==> src/rtl/array_pkg.sv <==
// Shared types and default sizing for the LSTM array sequencer.
// Optional feature macro: ARRAY_CTRL_BPTT_EN (backward-pass state).
package array_pkg;

   localparam int unsigned NUM_ITERATIONS_DEF = 8;
   localparam int unsigned STEP_CYCLES_DEF    = 44;
   localparam int unsigned IDX_W_DEF          = 4;

   typedef enum logic [2:0] {
      StIdle,
      StRun,
      StLoad,
      StBwd,
      StDone
   } state_e;

endpackage

==> src/rtl/array_ctrl_if.sv <==
// Control/status bundle between the sequencer and its requester.
import array_pkg::*;

interface array_ctrl_if #(
   parameter int unsigned IDX_W = IDX_W_DEF
);
   logic             start;
   logic             stall;
   logic             abort;
   logic             load;
   logic             sel;
   logic [IDX_W-1:0] step;
   logic             busy;
   logic             done;
   logic             bp_en;
   logic [IDX_W-1:0] bp_step;

   modport master (
      output start, stall, abort,
      input  load, sel, step, busy, done, bp_en, bp_step
   );

   modport slave (
      input  start, stall, abort,
      output load, sel, step, busy, done, bp_en, bp_step
   );
endinterface

==> src/rtl/array_step_timer.sv <==
// Stall-gated per-timestep cycle counter with terminal-count flag.
// Wraps to zero on the terminal count so RUN and BWD can chain steps.
module array_step_timer
   import array_pkg::*;
#(
   parameter int unsigned STEP_CYCLES = STEP_CYCLES_DEF
) (
   input  logic clk,
   input  logic rst,
   input  logic i_clr,
   input  logic i_en,
   input  logic i_stall,
   output logic o_tc
);

   localparam int unsigned CNT_W = (STEP_CYCLES > 1) ? $clog2(STEP_CYCLES) : 1;

   logic [CNT_W-1:0] r_cnt;
   logic [CNT_W-1:0] w_cnt_nxt;
   logic             w_tc;

   assign w_tc = (r_cnt == CNT_W'(STEP_CYCLES - 1));
   assign o_tc = w_tc;

   // Next count: clear wins, otherwise advance only when enabled and not stalled.
   always_comb begin
      w_cnt_nxt = r_cnt;
      if (i_clr) begin
         w_cnt_nxt = '0;
      end else if (i_en && !i_stall) begin
         w_cnt_nxt = w_tc ? '0 : r_cnt + 1'b1;
      end
   end

   // Count register.
   always_ff @(posedge clk or negedge rst) begin
      if (!rst) begin
         r_cnt <= '0;
      end else begin
         r_cnt <= w_cnt_nxt;
      end
   end

endmodule

==> src/rtl/array_ctrl.sv <==
// LSTM systolic-array sequencer: forward timesteps with weight-load strobes,
// optional backward pass (enabled by macro ARRAY_CTRL_BPTT_EN), abort and stall.
module array_ctrl
   import array_pkg::*;
#(
   parameter int unsigned NUM_ITERATIONS = NUM_ITERATIONS_DEF,
   parameter int unsigned STEP_CYCLES    = STEP_CYCLES_DEF,
   parameter int unsigned IDX_W          = IDX_W_DEF
) (
   input logic         clk,
   input logic         rst,
   array_ctrl_if.slave bus
);

   localparam logic [IDX_W-1:0] LastStep = IDX_W'(NUM_ITERATIONS - 1);

   state_e           r_state;
   state_e           w_state_nxt;
   logic [IDX_W-1:0] r_step;
   logic [IDX_W-1:0] w_step_nxt;
   logic             w_cnt_en;
   logic             w_tc;
   logic             w_adv;

`ifdef ARRAY_CTRL_BPTT_EN
   logic [IDX_W-1:0] r_bp_step;
   logic [IDX_W-1:0] w_bp_step_nxt;
   assign w_cnt_en = (r_state == StRun) || (r_state == StBwd);
`else
   assign w_cnt_en = (r_state == StRun);
`endif

   // A timestep finishes on the terminal count only if not stalled.
   assign w_adv = w_tc && !bus.stall;

   array_step_timer #(
      .STEP_CYCLES (STEP_CYCLES)
   ) u_timer (
      .clk     (clk),
      .rst     (rst),
      .i_clr   (!w_cnt_en),
      .i_en    (w_cnt_en),
      .i_stall (bus.stall),
      .o_tc    (w_tc)
   );

   // Next-state and index update; abort overrides everything outside IDLE.
   always_comb begin
      w_state_nxt = r_state;
      w_step_nxt  = r_step;
`ifdef ARRAY_CTRL_BPTT_EN
      w_bp_step_nxt = r_bp_step;
`endif
      unique case (r_state)
         StIdle: begin
            if (bus.start && !bus.abort) w_state_nxt = StRun;
         end
         StRun: begin
            if (w_adv) w_state_nxt = StLoad;
         end
         StLoad: begin
            if (r_step == LastStep) begin
`ifdef ARRAY_CTRL_BPTT_EN
               w_state_nxt   = StBwd;
               w_bp_step_nxt = LastStep;
`else
               w_state_nxt = StDone;
`endif
            end else begin
               w_step_nxt  = r_step + 1'b1;
               w_state_nxt = StRun;
            end
         end
`ifdef ARRAY_CTRL_BPTT_EN
         StBwd: begin
            if (w_adv) begin
               if (r_bp_step == '0) w_state_nxt = StDone;
               else w_bp_step_nxt = r_bp_step - 1'b1;
            end
         end
`endif
         StDone: begin
            w_state_nxt = StIdle;
         end
         default: begin
            w_state_nxt = StIdle;
         end
      endcase
      if (bus.abort && (r_state != StIdle)) w_state_nxt = StIdle;
      // Indices are already zero on the first IDLE cycle, including after abort.
      if (w_state_nxt == StIdle) begin
         w_step_nxt = '0;
`ifdef ARRAY_CTRL_BPTT_EN
         w_bp_step_nxt = '0;
`endif
      end
   end

   // State and index registers.
   always_ff @(posedge clk or negedge rst) begin
      if (!rst) begin
         r_state <= StIdle;
         r_step  <= '0;
`ifdef ARRAY_CTRL_BPTT_EN
         r_bp_step <= '0;
`endif
      end else begin
         r_state <= w_state_nxt;
         r_step  <= w_step_nxt;
`ifdef ARRAY_CTRL_BPTT_EN
         r_bp_step <= w_bp_step_nxt;
`endif
      end
   end

   // Moore outputs; sel picks the recurrent path for every step but the first.
   assign bus.load = (r_state == StLoad);
   assign bus.sel  = (r_state == StLoad) && (r_step != '0);
   assign bus.step = r_step;
   assign bus.busy = (r_state != StIdle);
   assign bus.done = (r_state == StDone);
`ifdef ARRAY_CTRL_BPTT_EN
   assign bus.bp_en   = (r_state == StBwd);
   assign bus.bp_step = r_bp_step;
`else
   assign bus.bp_en   = 1'b0;
   assign bus.bp_step = '0;
`endif

endmodule

==> src/flat_wrapper.sv <==
// flat-port wrapper written by rule: the top's interface ports become plain ports
module array_ctrl_flat import array_pkg::*;
#(
   parameter int unsigned NUM_ITERATIONS = NUM_ITERATIONS_DEF,
   parameter int unsigned STEP_CYCLES    = STEP_CYCLES_DEF,
   parameter int unsigned IDX_W          = IDX_W_DEF
)
  (clk, rst, bus_start, bus_stall, bus_abort, bus_load, bus_sel, bus_step, bus_busy, bus_done, bus_bp_en, bus_bp_step);
  array_ctrl_if #(.IDX_W(IDX_W)) bus_i ();
  input logic clk;
  input logic rst;
  input wire logic [$bits(bus_i.start)-1:0] bus_start;
  input wire logic [$bits(bus_i.stall)-1:0] bus_stall;
  input wire logic [$bits(bus_i.abort)-1:0] bus_abort;
  output wire logic [$bits(bus_i.load)-1:0] bus_load;
  output wire logic [$bits(bus_i.sel)-1:0] bus_sel;
  output wire logic [$bits(bus_i.step)-1:0] bus_step;
  output wire logic [$bits(bus_i.busy)-1:0] bus_busy;
  output wire logic [$bits(bus_i.done)-1:0] bus_done;
  output wire logic [$bits(bus_i.bp_en)-1:0] bus_bp_en;
  output wire logic [$bits(bus_i.bp_step)-1:0] bus_bp_step;
  assign bus_i.start = bus_start;
  assign bus_i.stall = bus_stall;
  assign bus_i.abort = bus_abort;
  assign bus_load = bus_i.load;
  assign bus_sel = bus_i.sel;
  assign bus_step = bus_i.step;
  assign bus_busy = bus_i.busy;
  assign bus_done = bus_i.done;
  assign bus_bp_en = bus_i.bp_en;
  assign bus_bp_step = bus_i.bp_step;
  array_ctrl #(.NUM_ITERATIONS(NUM_ITERATIONS), .STEP_CYCLES(STEP_CYCLES), .IDX_W(IDX_W)) u_core (.clk(clk), .rst(rst), .bus(bus_i));
endmodule
==> config.mk <==
export PLATFORM = sky130hd
export DESIGN_NAME = array_ctrl_flat
export DESIGN_NICKNAME = d
export VERILOG_FILES = /design/src/rtl/array_pkg.sv /design/src/rtl/array_ctrl_if.sv /design/src/rtl/array_step_timer.sv /design/src/rtl/array_ctrl.sv /design/src/flat_wrapper.sv
export SDC_FILE = /design/constraint.sdc
export NUM_CORES = 1
export LEC_CHECK = 0
export BUFFER_PORTS_ARGS = -buffer_cell sky130_fd_sc_hd__buf_2
export CAP_MARGIN = 30
export CORE_ASPECT_RATIO = 1.25
export CORE_MARGIN = 2
export CORE_UTILIZATION = 46
export DETAILED_ROUTE_END_ITERATION = 12
export PLACE_DENSITY = 0.7
export SETUP_SLACK_MARGIN = 0.02
export SLEW_MARGIN = 20
export SYNTH_ARGS = -nofsm -noshare
export SYNTH_HDL_FRONTEND = slang
export SYNTH_SLANG_ARGS = --single-unit
==> constraint.sdc <==
create_clock -name clk -period 2.4 [get_ports clk]
set_clock_uncertainty 0.05 [all_clocks]
set_input_delay 0.12 -clock clk [delete_from_list [all_inputs] [get_ports clk]]
set_output_delay 0.12 -clock clk [all_outputs]
set_load 0.01 [all_outputs]
==> results of run 1 <==
==> cell families (layout without fill, tap and decap cells) <==
logic type               count (synthesis)  after routing  synth area share [%]
AND/OR/NAND/NOR                         27             27                 21.78
AO/OA/AOI/OAI                           18             18                 15.48
flip-flops                              13             13                 41.94
buffers and inverters                   11             22                 8.224
adder cells (fa/ha/maj)                  4              4                 6.130
XOR/XNOR                                 3              3                 3.388
multiplexers                             2              2                 2.581
other                                    1              5                0.4834
==> flip-flops by register name, summed over array words and instances, names as in the netlist <==
signal,flops
u_core.bus.step,4
u_core.r_state,3
u_core.u_timer.r_cnt,6
==> worst min-delay path by stage <==
stage | end | slack (ns) | depth (start not counted)
4_1_cts | u_core.r_state[2] | 0.006 | 2
3_5_place_dp | u_core.u_timer.r_cnt[3] | -0.02 | 1
2_1_floorplan | u_core.bus.step[0] | -0.23 | 0
3_3_place_gp | u_core.u_timer.r_cnt[5] | -0.03 | 1
6_report | u_core.r_state[2] | 0.02 | 2
5_1_grt | u_core.r_state[1] | 0.009 | 2
==> layout by cell type (no fill, tap or decap), types with 2 or more instances in the layout <==
cell type	Yosys	routed
or3b_1	3	3
or3_1	2	2
clkbuf_4	0	3
dfrtp_1	13	13
nand2_1	5	5
ha_1	3	3
xnor2_1	2	2
buf_2	0	12
mux2i_1	2	2
conb_1	1	5
a21oi_1	10	10
nor2_1	5	5
inv_1	4	4
==> stage by stage <==
step | cell area [µm²] | util, %
finish | 865.8 | 54.75
global placement | 828.3 | 52.37
CTS | 865.8 | 54.75
floorplan | 790.8 | -
global route | 865.8 | 54.75
detailed placement | 828.3 | 52.37
==> worst max-delay path, cell delays in order, from the launching register on <==
cell      delay (ns)
dfrtp_1         0.43
or3_4           0.40
or3b_1          0.36
a311o_1         0.44
a211oi_2        0.21
==> timing repair <==
action / CTS / global route
hold buffers: 1 / 0
endpoints found under the hold margin: 13 / 0
setup buffers: 0 / 0
==> final cells by class <==
type	count	share of cell area, %
multi-input combinational	59	46.39
sequential	13	37.57
timing repair buffer	13	8.092
clock buffer	3	2.601
tap	18	2.601
inverter	5	2.168
clock inverter	1	0.5780
==> routing by layer <==
metal | wire [µm] | GRT usage, %
met2 | 739 | 27.51
met5 | 0 | 0
met1 | 642 | 24.86
met4 | 15 | 6.667
met3 | 45 | 4.054
==> power groups by stage <==
stage / registers [W] / clock network [W] / logic, W
6_report: 0.000256 / 0.000134 / 0.000129
2_1_floorplan: 0.000255 / 0 / 0.000113
4_1_cts: 0.000255 / 0.000140 / 0.000130
3_3_place_gp: 0.000257 / 0 / 0.000128
3_5_place_dp: 0.000259 / 0 / 0.000129
5_1_grt: 0.000259 / 0.000157 / 0.000145
==> flow_summary_export.csv, run 1 <==
group,metric,value,unit
die,initial_utilization,49.05,%
sta,timing.final.max_slew_violations,0,
worst_setup_path,crit_fanout,5,
power,power_frac_comb,24.8,%
sta,min_period,1.968,ns
power,p_sw,0.0001612,W
power,p_int,0.0003574,W
min_path,min_path_type,"input pin to flop",
routing,drt_iter0_markers,8,
global_routing,antenna_found_initial,0,
power,ir_drop,0.4728,mV
global_routing,grt.total_usage,18.28,%
worst_setup_path,rr_startpoint,"u_core.r_state[0]",
yosys,ys.flop_type,"dfrtp_1",
clocking,cts_buffer_depth,2,
routing,ant_nets,0,
yosys,synth_cells,79,
die,die-area,2033,µm²
sta,rsz0062_at_grt,"false",
sta,relSlewSlack,60.74,%
clocking,cts.sinks,13,
die,num_io_pins,18,
placed_design,gp_congestion,0.7760,
worst_setup_path,r2r_end,"u_core.bus.step[2]",
global_routing,grt_max_degree,14,
sta,tightest_slew,0.5810,ns
global_routing,grt_pass1_vias,553,
run_status,status,"complete, no violations",
sta,fin_crit_sh,81.99,%
clocking,clock_latency,0.28,ns
sta,whs,0.01519,ns
routing,viasPerCell,5.545,
placed_design,dp_slack,0.4526,ns
finish,finalNetCount,103,
worst_setup_path,arrival,2.11,ns
yosys,yosysMostFrequentCell,"dfrtp_1",
routing,drt_pass1_iterations,2,
finish,drive_above_1_share,21.28,%
yosys,ys_types,35,
yosys,syn_area_per_cell,9.820,µm²
worst_setup_path,required,2.54,ns
power,leakage,0.4228,nW
yosys,ys_top_cells_by_area,"dfrtp_1, a21oi_1, buf_4, ha_1, or3b_1",
placed_design,place_inst,107,
worst_setup_path,path_class,"flop to flop",
finish,regArea,325.3,µm²
worst_setup_path,r2r_cells,4,
finish,finalNonFillerCells,112,
power,power_density,598.9,nW/µm²
yosys,synth_edf_count,0,
worst_setup_path,reg2reg_slack,0.43,ns
worst_setup_path,crit_path_start,"u_core.r_state[0]",
clocking,cts_tree,"done",
die,dieWidth,40.73,µm
finish,n_fill_cell,158,
worst_setup_path,cp-end-kind,"flop",
power,p_clk_share,25.9,%
global_routing,grt-ovfl-total,0,
yosys,ys_async_sr_fraction,100.0,%
clocking,path_clk_slew,0.08,ns
sta,final.setup.tns,0,ns
die,die_h,49.92,µm
sta,finalWorstSetupSlack,0.4322,ns
yosys,synthTopCellsByCount,"dfrtp_1, a21oi_1, buf_4",
die,num_rows,16,
worst_setup_path,cp-start-kind,"flop",
yosys,ys_seq_area_share,41.94,%
flow_run,cap_viol_max_count,0,
sta,hold_viol_final,0,
global_routing,grt_pass1_wl,2566,µm
yosys,synth_warnings,0,
yosys,synth_area,775.7,µm²
routing,detailroute.via_count,621,
routing,wl_per_cell,12.88,µm
clocking,cts-buffers-inserted,3,
yosys,yosys_register_bits,13,
finish,n_antenna_cell,0,
die,coreArea,1582,µm²
power,power,0.0005185,W
clocking,cts_htree_levels,1,
clocking,post_cts_resize_count,0,
yosys,synth_top_area_share,41.94,%
min_path,min_from,"bus_abort",
sta,setup_violations,0,
finish,syn2layout_area_growth,11.61,%
placed_design,port_buffers,12,
power,switching_share,31.08,%
placed_design,dp_hpwl,1120,µm
routing,drt-total-wl,1443,µm
power,seqPwrFrac,49.3,%
worst_setup_path,endpoint,"u_core.bus.step[2]",
yosys,yosysTopAreaCell,"dfrtp_1",
sta,fmax,508.2,MHz
finish,multi_input_area,401.6,µm²
routing,drc,0,
clocking,root_buffer,"clkbuf_4",
No activity file was read; power rests on OpenSTA's default activity.
==> run 2: changes to the inputs <==
--- a/config.mk
+++ b/config.mk
@@ -5,13 +5,14 @@
 export SDC_FILE = /design/constraint.sdc
 export NUM_CORES = 1
 export LEC_CHECK = 0
+export ABC_AREA = 1
 export BUFFER_PORTS_ARGS = -buffer_cell sky130_fd_sc_hd__buf_2
 export CAP_MARGIN = 30
 export CORE_ASPECT_RATIO = 1.25
 export CORE_MARGIN = 2
 export CORE_UTILIZATION = 46
 export DETAILED_ROUTE_END_ITERATION = 12
-export PLACE_DENSITY = 0.7
+export PLACE_DENSITY = 0.72
 export SETUP_SLACK_MARGIN = 0.02
 export SLEW_MARGIN = 20
 export SYNTH_ARGS = -nofsm -noshare
==> constraint.sdc (replaced) <==
create_clock -name clk -period 1.6 [get_ports clk]
set_clock_uncertainty 0.05 [all_clocks]
set_input_delay 0.08 -clock clk [delete_from_list [all_inputs] [get_ports clk]]
set_output_delay 0.08 -clock clk [all_outputs]
set_load 0.01 [all_outputs]
==> run 2 against run 1 <==
Non-clock buffer count stayed put. Combinational power is 150% higher. Synthesized cell count is 35% higher. Global-route usage is 2.3 points lower. Area after synthesis is 5.3% higher. Flip-flop and latch count stayed put. Routed wire length is 3.4% lower. Clock power is 51% higher. Final area is 5.6% higher. Utilization is 1.7 points lower. Critical path type unchanged. Critical endpoint is now u_core.bus.step[0].
==> flow_summary_export.csv, run 2 <==
group,metric,value,unit
power,ir_drop,0.5195,mV
finish,regMostFlops,"u_core.u_timer.r_cnt",
clocking,root_buffer,"clkbuf_4",
sta,min_period,1.397,ns
die,initial_utilization,47.42,%
die,die_h,51.12,µm
clocking,clock_latency,0.27,ns
routing,viasPerCell,4.838,
yosys,synth_warnings,0,
finish,syn2layout_area_growth,11.94,%
yosys,synth_fa_ha_area_share,4.594,%
worst_setup_path,required,1.71,ns
routing,drc,0,
yosys,ys_async_sr_fraction,100.0,%
sta,final.setup.tns,0,ns
die,num_io_pins,18,
sta,hold_viol_final,0,
global_routing,grt_pass1_vias,654,
clocking,cts.sinks,13,
yosys,synth_top_area_share,39.82,%
placed_design,place_inst,137,
sta,whs,0.01726,ns
die,die-area,2131,µm²
yosys,syn_area_per_cell,7.636,µm²
yosys,yosys_register_bits,13,
finish,finalNetCount,132,
clocking,cts-buffers-inserted,3,
run_status,status,"complete, no violations",
yosys,synth_compound_area_share,7.504,%
worst_setup_path,cp-end-kind,"flop",
yosys,synth_area,817.0,µm²
finish,largest_reg_flops,6,
placed_design,dp_hpwl,1137,µm
sta,timing.final.max_slew_violations,0,
yosys,synthMuxAreaShare,0,%
routing,wl_per_cell,9.817,µm
yosys,ys_seq_area_share,39.82,%
clocking,cts_tree,"done",
power,leakage,0.4842,nW
power,power_density,1020,nW/µm²
min_path,min_path_type,"input pin to flop",
finish,finalNonFillerCells,142,
die,coreArea,1723,µm²
routing,detailroute.via_count,687,
routing,ant_nets,0,
die,dieWidth,41.70,µm
global_routing,grt.total_usage,15.96,%
clocking,cts_htree_levels,1,
finish,finish.utilization,53.09,%
routing,drt_iter0_markers,12,
yosys,yosysTopAreaCell,"dfrtp_1",
sta,setup_violations,0,
finish,final_area,914.6,µm²
yosys,synth_edf_count,0,
routing,drt-total-wl,1394,µm
placed_design,dpl-instance-area,878.3,µm²
worst_setup_path,cp_cell_sequence,"ha_1 -> nand2_1 -> nor2_2 -> nor2_4 -> nor2_1 -> nand3_2 -> nand2_4 -> a21oi_1",
sta,fin_crit_sh,87.30,%
global_routing,grt_max_degree,14,
finish,mostFrequentLayoutCells,"nor2_1, nand2_1, inv_1",
worst_setup_path,arrival,1.50,ns
worst_setup_path,critPathSlowestCell,"dfrtp_1",
placed_design,port_buffers,12,
yosys,synth_xor_area_share,3.216,%
clocking,cts_buffer_depth,2,
global_routing,grt_pass1_wl,2642,µm
global_routing,grt-ovfl-total,0,
sta,rsz0062_at_grt,"false",
yosys,synthTopCellsByCount,"nand2_1, nor2_1, inv_1",
finish,n_antenna_cell,0,
yosys,ys.flop_type,"dfrtp_1",
yosys,synthSimpleGateAreaFrac,31.55,%
die,num_rows,17,
yosys,synth_cells,107,
worst_setup_path,crit_fanout,6,
yosys,synth_top_family_by_area,"simple AND/OR/NAND/NOR gates",
worst_setup_path,cp-start-kind,"flop",
sta,fmax,716.0,MHz
worst_setup_path,slowest_delay,0.39,ns
yosys,ys_types,20,
routing,drt_pass1_iterations,4,
placed_design,gp_congestion,0.7749,
flow_run,cap_viol_max_count,0,
yosys,ys_top_cells_by_area,"dfrtp_1, nand2_1, nor2_1, inv_1, a21oi_1",
worst_setup_path,path_class,"flop to flop",
clocking,path_clk_slew,0.08,ns
finish,drive_above_1_share,21.95,%
global_routing,antenna_found_initial,0,
## run 2: area by class of cell
class	count	area, µm²
Timing Repair Buffer	13	70.07
Fill cell	180	808.3
Clock buffer	4	26.28
Inverter	18	67.56
Tap cell	19	23.77
Multi-Input combinational cell	75	401.6
Sequential cell	13	325.3
## run 2: what timing repair did
| item | CTS | global route |
|---|---|---|
| gates resized for setup | 0 | 0 |
| hold endpoints to repair | 13 | 0 |
| setup endpoints to repair | 0 | 0 |
| buffers inserted | 0 | 0 |
| hold buffers | 1 | 0 |
## run 2: final timing paths
kind	cells after the start	startpoint	slack (ns)	to
hold reg to reg	2	u_core.u_timer.r_cnt[1]	0.52	u_core.u_timer.r_cnt[1]
setup reg to reg	8	u_core.bus.step[1]	0.20	u_core.bus.step[0]
max in group asynchronous	2	rst	1.11	u_core.u_timer.r_cnt[5]
hold / removal	3	bus_stall	0.02	u_core.u_timer.r_cnt[1]
setup / recovery	8	u_core.bus.step[1]	0.20	u_core.bus.step[0]
min in group asynchronous	2	rst	0.16	u_core.u_timer.r_cnt[2]
## run 2: power breakdown
part	switching (W)	leakage (nW)	total, W	internal (W)
clock network	0.000106	0.0150	0.000202	0.0000964
logic	0.000215	0.292	0.000320	0.000105
registers	0.0000389	0.177	0.000411	0.000372
total	0.000360	0.484	0.000933	0.000574
## run 2: cell families after synthesis
kind of cell,count (synthesis)
other,1
AND/OR/NAND/NOR,52
XOR/XNOR,3
buffers and inverters,23
flip-flops,13
adder cells (fa/ha/maj),3
AO/OA/AOI/OAI,12
## run 2: through the flow
stage | power [W] | setup slack [ns]
after floorplan | 0.0006688 | 0.2591
after global placement | 0.0007325 | 0.2236
after detailed placement | 0.0007409 | 0.2008
after CTS | 0.0009431 | 0.1870
after global routing | 0.001019 | 0.08700
final | 0.0009333 | 0.2033
## run 2: worst max-delay path, delay by kind of cell, from the launching register on
family / cells / cell delay [ns]
adders and majority gates: 1 / 0.18
and+or+nand+nor: 6 / 0.60
DFF: 1 / 0.39
AOI/OAI and AO/OA: 1 / 0.07
## run 2: per-layer routing
layer  part of all wire (%)  wire, µm  global-route usage (%)  vias to the layer above
met5                      0         0                       0                        -
met4                   0.43         6                   7.527                        0
met3                    4.0        56                   2.473                        2
met2                     50       697                   26.82                       11
met1                     45       633                   19.91                      319
li1                       -         -                       -                      355
